File: config.mk
export PLATFORM = sky130hd
export DESIGN_NAME = si_acc_ctrl
export DESIGN_NICKNAME = d
export VERILOG_FILES = /design/src/rtl/si_pkg.sv /design/src/rtl/si_add.sv /design/src/rtl/si_acc_ctrl.sv
export SDC_FILE = /design/constraint.sdc
export NUM_CORES = 1
export LEC_CHECK = 0
export CORE_ASPECT_RATIO = 1.1
export CORE_MARGIN = 5
export CORE_UTILIZATION = 40
export DETAILED_ROUTE_END_ITERATION = 10
export PLACE_DENSITY = 0.66
export SYNTH_ARGS = -nofsm -noshare
export SYNTH_HDL_FRONTEND = slang
export SYNTH_SLANG_ARGS = --single-unit
export TNS_END_PERCENT = 1
File: constraint.sdc
create_clock -name CLK -period 2.5 [get_ports CLK]
set_clock_uncertainty 0.2 [all_clocks]
set_input_delay 0.5 -clock CLK [delete_from_list [all_inputs] [get_ports CLK]]
set_output_delay 0.5 -clock CLK [all_outputs]
set_load 0.01 [all_outputs]
File: src/rtl/si_pkg.sv
//------------------------------------------------------------------------------
// Module  : si_pkg
// Brief   : Shared constants and FSM state encoding for the si_* accumulator.
// Revision: 1.0 - initial release
//------------------------------------------------------------------------------
`default_nettype none

package si_pkg;

    localparam int c_DATA_W = 8;
    localparam int c_LEN_W  = 4;

    typedef enum logic [1:0] {
        S_IDLE  = 2'd0,
        S_ACCUM = 2'd1,
        S_DONE  = 2'd2
    } state_t;

endpackage

`default_nettype wire

File: src/rtl/si_add.sv
//------------------------------------------------------------------------------
// Module  : si_add
// Brief   : Plain modulo-2^WIDTH adder shared by the accumulator datapath.
// Revision: 1.0 - initial release
//------------------------------------------------------------------------------
`default_nettype none

module si_add
    import si_pkg::*;
#(
    parameter int WIDTH = c_DATA_W
) (
    input  logic [WIDTH-1:0] A,
    input  logic [WIDTH-1:0] B,
    output logic [WIDTH-1:0] A_ADD_B
);

    assign A_ADD_B = A + B;

endmodule

`default_nettype wire

File: src/rtl/si_acc_ctrl.sv
//------------------------------------------------------------------------------
// Module  : si_acc_ctrl
// Brief   : Length-framed signed accumulator with valid/ready operand and
//           result handshakes; SI_ACC_SAT_EN selects saturating accumulation.
// Revision: 1.0 - initial release
//------------------------------------------------------------------------------
`default_nettype none

module si_acc_ctrl
    import si_pkg::*;
#(
    parameter int DATA_W = c_DATA_W,
    parameter int LEN_W  = c_LEN_W
) (
    input  logic              CLK,
    input  logic              RST_N,
    input  logic              START,
    input  logic [LEN_W-1:0]  LEN,
    input  logic              IN_VALID,
    input  logic [DATA_W-1:0] IN_DATA,
    output logic              IN_READY,
    output logic              OUT_VALID,
    input  logic              OUT_READY,
    output logic [DATA_W-1:0] OUT_DATA,
    output logic              OVF,
    output logic              BUSY
);

    localparam logic [DATA_W-1:0] c_SAT_MAX = {1'b0, {(DATA_W-1){1'b1}}};
    localparam logic [DATA_W-1:0] c_SAT_MIN = {1'b1, {(DATA_W-1){1'b0}}};

    state_t             r_state;
    state_t             w_next;
    logic [LEN_W-1:0]   r_len;
    logic [LEN_W-1:0]   r_cnt;
    logic [LEN_W-1:0]   w_cnt_inc;
    logic [DATA_W-1:0]  r_acc;
    logic [DATA_W-1:0]  w_sum;
    logic [DATA_W-1:0]  w_acc_d;
    logic               r_ovf;
    logic               w_accept;
    logic               w_beat;
    logic               w_last;
    logic               w_ovf_beat;

    si_add #(.WIDTH(DATA_W)) u_add (
        .A       (r_acc),
        .B       (IN_DATA),
        .A_ADD_B (w_sum)
    );

    assign w_accept   = (r_state == S_IDLE) && START;
    assign w_beat     = (r_state == S_ACCUM) && IN_VALID;
    assign w_cnt_inc  = r_cnt + LEN_W'(1);
    assign w_last     = (w_cnt_inc == r_len);
    // Same-sign operands producing an opposite-sign sum is a signed overflow.
    assign w_ovf_beat = (r_acc[DATA_W-1] == IN_DATA[DATA_W-1]) &&
                        (w_sum[DATA_W-1] != r_acc[DATA_W-1]);

`ifdef SI_ACC_SAT_EN
    assign w_acc_d = !w_ovf_beat      ? w_sum     :
                     r_acc[DATA_W-1]  ? c_SAT_MIN : c_SAT_MAX;
`else
    assign w_acc_d = w_sum;
`endif

    always_ff @(posedge CLK or negedge RST_N) begin
        if (!RST_N) begin
            r_state <= S_IDLE;
        end else begin
            r_state <= w_next;
        end
    end

    always_comb begin
        w_next    = r_state;
        IN_READY  = 1'b0;
        OUT_VALID = 1'b0;
        BUSY      = 1'b1;
        case (r_state)
            S_IDLE: begin
                BUSY = 1'b0;
                if (START) begin
                    w_next = (LEN == '0) ? S_DONE : S_ACCUM;
                end
            end
            S_ACCUM: begin
                IN_READY = 1'b1;
                if (w_beat && w_last) begin
                    w_next = S_DONE;
                end
            end
            S_DONE: begin
                OUT_VALID = 1'b1;
                if (OUT_READY) begin
                    w_next = S_IDLE;
                end
            end
            default: begin
                BUSY   = 1'b0;
                w_next = S_IDLE;
            end
        endcase
    end

    always_ff @(posedge CLK or negedge RST_N) begin
        if (!RST_N) begin
            r_len <= '0;
            r_cnt <= '0;
            r_acc <= '0;
            r_ovf <= 1'b0;
        end else if (w_accept) begin
            r_len <= LEN;
            r_cnt <= '0;
            r_acc <= '0;
            r_ovf <= 1'b0;
        end else if (w_beat) begin
            r_acc <= w_acc_d;
            r_cnt <= w_cnt_inc;
            if (w_ovf_beat) begin
                r_ovf <= 1'b1;
            end
        end
    end

    assign OUT_DATA = r_acc;
    assign OVF      = r_ovf;

endmodule

`default_nettype wire

==> results.py <==
metrics = {
    "worst_setup_path": {
        "endpoint": "OUT_DATA[6]$_DFFE_PN0P_",
        "cp.arrival_ns": 2.29,
        "rrSetupSlack_ns": 0.44,
        "rr_endpoint": "OUT_DATA[6]$_DFFE_PN0P_",
        "worstPathMaxFanout": 3,
        "crit_chain": "clkdlybuf4s50_1, ha_1, inv_1, fa_1, nor2b_1, o21ai_1, a21oi_1, o21a_1, o211ai_1",
        "critPathKind": "input port to register",
        "critPathRequiredTime_ns": 2.48,
        "critPathSlowestCell": "clkdlybuf4s50_1",
        "cp-startpoint": "IN_DATA[0]",
        "max_stage_delay_ns": 0.46,
        "crit_buf_inv": 2,
        "cp_top_family": "compound AO/OA/AOI/OAI gates",
        "start_kind": "input port",
        "endpoint_kind": "register",
        "critical_path_cell_count": 9,
        "rr_worst_depth": 8,
        "r2r_start": "OUT_DATA[0]$_DFFE_PN0P_",
    },
    "power_and_ir_drop": {
        "p_leak_nw": 0.7352,
        "vdd_ir_drop_max_mv": 0.6861,
        "p_per_area_nw_per_um2": 993.7,
    },
    "clock_network": {
        "post_cts_buffers": 0,
        "clock_path_buffers": 2,
        "cts_tree": "yes",
        "cts_resized": 0,
        "clk-insertion-delay-late_ns": 0.31,
        "cts_buffers": 3,
        "htree_levels": 1,
        "hold_buffers": 0,
        "cts_root_buffer": "clkbuf_4",
        "cts.sinks": 19,
        "path_clk_slew_ns": 0.13,
    },
    "route": {
        "wirelength_mm": 2.918,
        "via_per_inst": 5.306,
        "drc": 0,
        "num_vias": 1109,
        "drtPass1Iterations": 4,
        "postRouteAntennaNets": 0,
        "dr.first_iter.drc_count": 35,
        "wl_per_cell_um": 13.96,
    },
    "sta": {
        "period_share_pct": 92.40,
        "slew-limit-headroom_pct": 75.06,
        "min_period_ns": 2.310,
        "fin_hold_ws_ns": 0.3041,
        "report.final.slew_viol_count": 0,
        "fmax_mhz": 432.9,
        "rsz0062_at_grt": "no",
        "setup_slack_ns": 0.1899,
        "tightest_slew_ns": 0.3707,
        "finalSetupViolCount": 0,
        "hold_viol_final": 0,
    },
    "run_status": {
        "status": "finished clean",
    },
    "grt": {
        "antenna_found_initial": 0,
        "grt_use_total_pct": 14.96,
        "grt_pass1_wl_mm": 5.133,
        "overflow": 0,
        "grt_max_degree": 20,
        "grt_pass1_vias": 1172,
    },
    "floorplanning": {
        "core_area_um2": 3022,
        "fp.dieW_um": 63.38,
        "rows": 21,
        "initial_core_util_pct": 41.49,
        "ios": 29,
        "die_h_um": 68.72,
        "die_area_um2": 4355,
    },
    "synth": {
        "synth_warnings": 0,
        "synth_compound_area_share_pct": 14.97,
        "synth_edf_count": 0,
        "yosysSeqAreaShare_pct": 37.92,
        "synth_cell_type_count": 42,
        "synth.avg_cell_area_um2": 8.829,
        "syn-cell-area_um2": 1254,
        "synth_seq_cells": 19,
        "yosys.area.top_type_share_pct": 37.92,
        "synthTopCellsByArea": "dfrtp_1 38%, ha_1 11%, nand2_1 7.8%",
        "synth_mux_area_share_pct": 1.996,
        "synth-simple-area-share_pct": 21.36,
        "synth_xor_area_share_pct": 6.287,
        "syn_inst": 142,
        "synthArstFlopShare_pct": 100.0,
        "synth_adder_area_share_pct": 12.57,
        "synth_largest_area_cell": "dfrtp_1",
        "synthesis.nets": 171,
        "synth_top_family_by_area": "simple AND/OR/NAND/NOR gates",
        "ys.flop_type": "dfrtp_1",
    },
    "flow_run": {
        "maxCapViolations": 0,
    },
    "finish": {
        "area_growth_pct": 29.24,
        "fin_nets": 205,
        "design_area_um2": 1620,
        "drive_gt1_share_pct": 6.857,
        "diodes": 0,
        "utilization_pct": 53.62,
    },
    "place": {
        "io_buffers": 28,
        "dp_hpwl_mm": 2.264,
        "dpl_worst_slack_ns": -0.1164,
        "gp_congestion": 0.8665,
        "dpl-instance-area_um2": 1590,
    },
    "min_path": {
        "hp-class": "input port to async pin",
    },
}
worst min-delay path by stage:
stage / start / endpoint / depth (start not counted)
finish: RST_N / OUT_DATA[1]$_DFFE_PN0P_ / 2
global route: RST_N / OUT_DATA[4]$_DFFE_PN0P_ / 2
CTS: RST_N / OUT_DATA[4]$_DFFE_PN0P_ / 2
detailed placement: r_len[3]$_DFFE_PN0P_ / r_len[3]$_DFFE_PN0P_ / 2
global placement: r_len[3]$_DFFE_PN0P_ / r_len[3]$_DFFE_PN0P_ / 2
floorplan: RST_N / OUT_DATA[0]$_DFFE_PN0P_ / 0
kinds of logic after synthesis:
kind of cell	count (synthesis)
multiplexers	2
AO/OA/AOI/OAI	31
adder cells (fa/ha/maj)	12
buffers and inverters	14
flip-flops	19
XOR/XNOR	9
AND/OR/NAND/NOR	55
layout by cell type (no fill, tap or decap), types with 2 or more instances in the layout:
cell type and count:
clkdlybuf4s50_1 28, nand2_1 26, dfrtp_1 19, a21oi_1 12
ha_1 11, inv_1 10, nor2_1 8, xnor2_1 5
buf_4 5, o21ai_1 4, xor2_1 4, nor3_1 3
clkbuf_4 3, and2_1 2, o211ai_1 2, nand3_1 2
o22ai_1 2, or3_1 2, o21ai_0 2, nand2b_1 2
metrics by stage:
step | setup TNS, ns | power, W | cells
2_1_floorplan | 0 | 0.001113 | 142
3_3_place_gp | -0.1697 | 0.001427 | 205
3_5_place_dp | -0.2587 | 0.001458 | 205
4_1_cts | 0 | 0.001632 | 209
5_1_grt | 0 | 0.001776 | 209
6_report | 0 | 0.001610 | 209
where the power goes:
group | internal (W) | switching [W] | total, W
Sequential | 0.000420 | 0.0000977 | 0.000518
Combinational | 0.000466 | 0.000459 | 0.000925
Clock | 0.0000611 | 0.000106 | 0.000167
Total | 0.000947 | 0.000663 | 0.00161
Yosys cell counts (2+ instances only):
cell type  count
inv_1         10
nand2b_1       2
a21oi_1       12
and2_1         2
or3_1          2
o21ai_1        4
nor3_1         3
clkbuf_1       2
dfrtp_1       19
nand3_1        2
o22ai_1        2
o21ai_0        2
o211ai_1       2
xor2_1         4
nor2_1         8
nand2_1       26
xnor2_1        5
ha_1          11
per-layer routing:
layer / GRT usage [%] / up-vias / part of all wire (%)
met5: 0 / - / 0
met4: 5.455 / 0 / 1.4
met3: 4.700 / 5 / 6.3
met2: 26.65 / 31 / 48
met1: 16.95 / 517 / 44
li1: - / 556 / -
sequential cells by signal (all words and copies together) (netlist names):
signal / count
r_cnt: 4
OUT_DATA: 8
r_len: 4
OVF: 1
r_state: 2
layout make-up:
cell class / count / area, um2
inverters: 10 / 37.54
flip-flops and latches: 19 / 475.5
fillers: 300 / 1401
multi-input cells: 109 / 716.9
clock inverters: 1 / 7.507
clock buffers: 3 / 22.52
repair buffers: 33 / 317.8
well taps: 34 / 42.54
(Power assumes the default switching activity.)
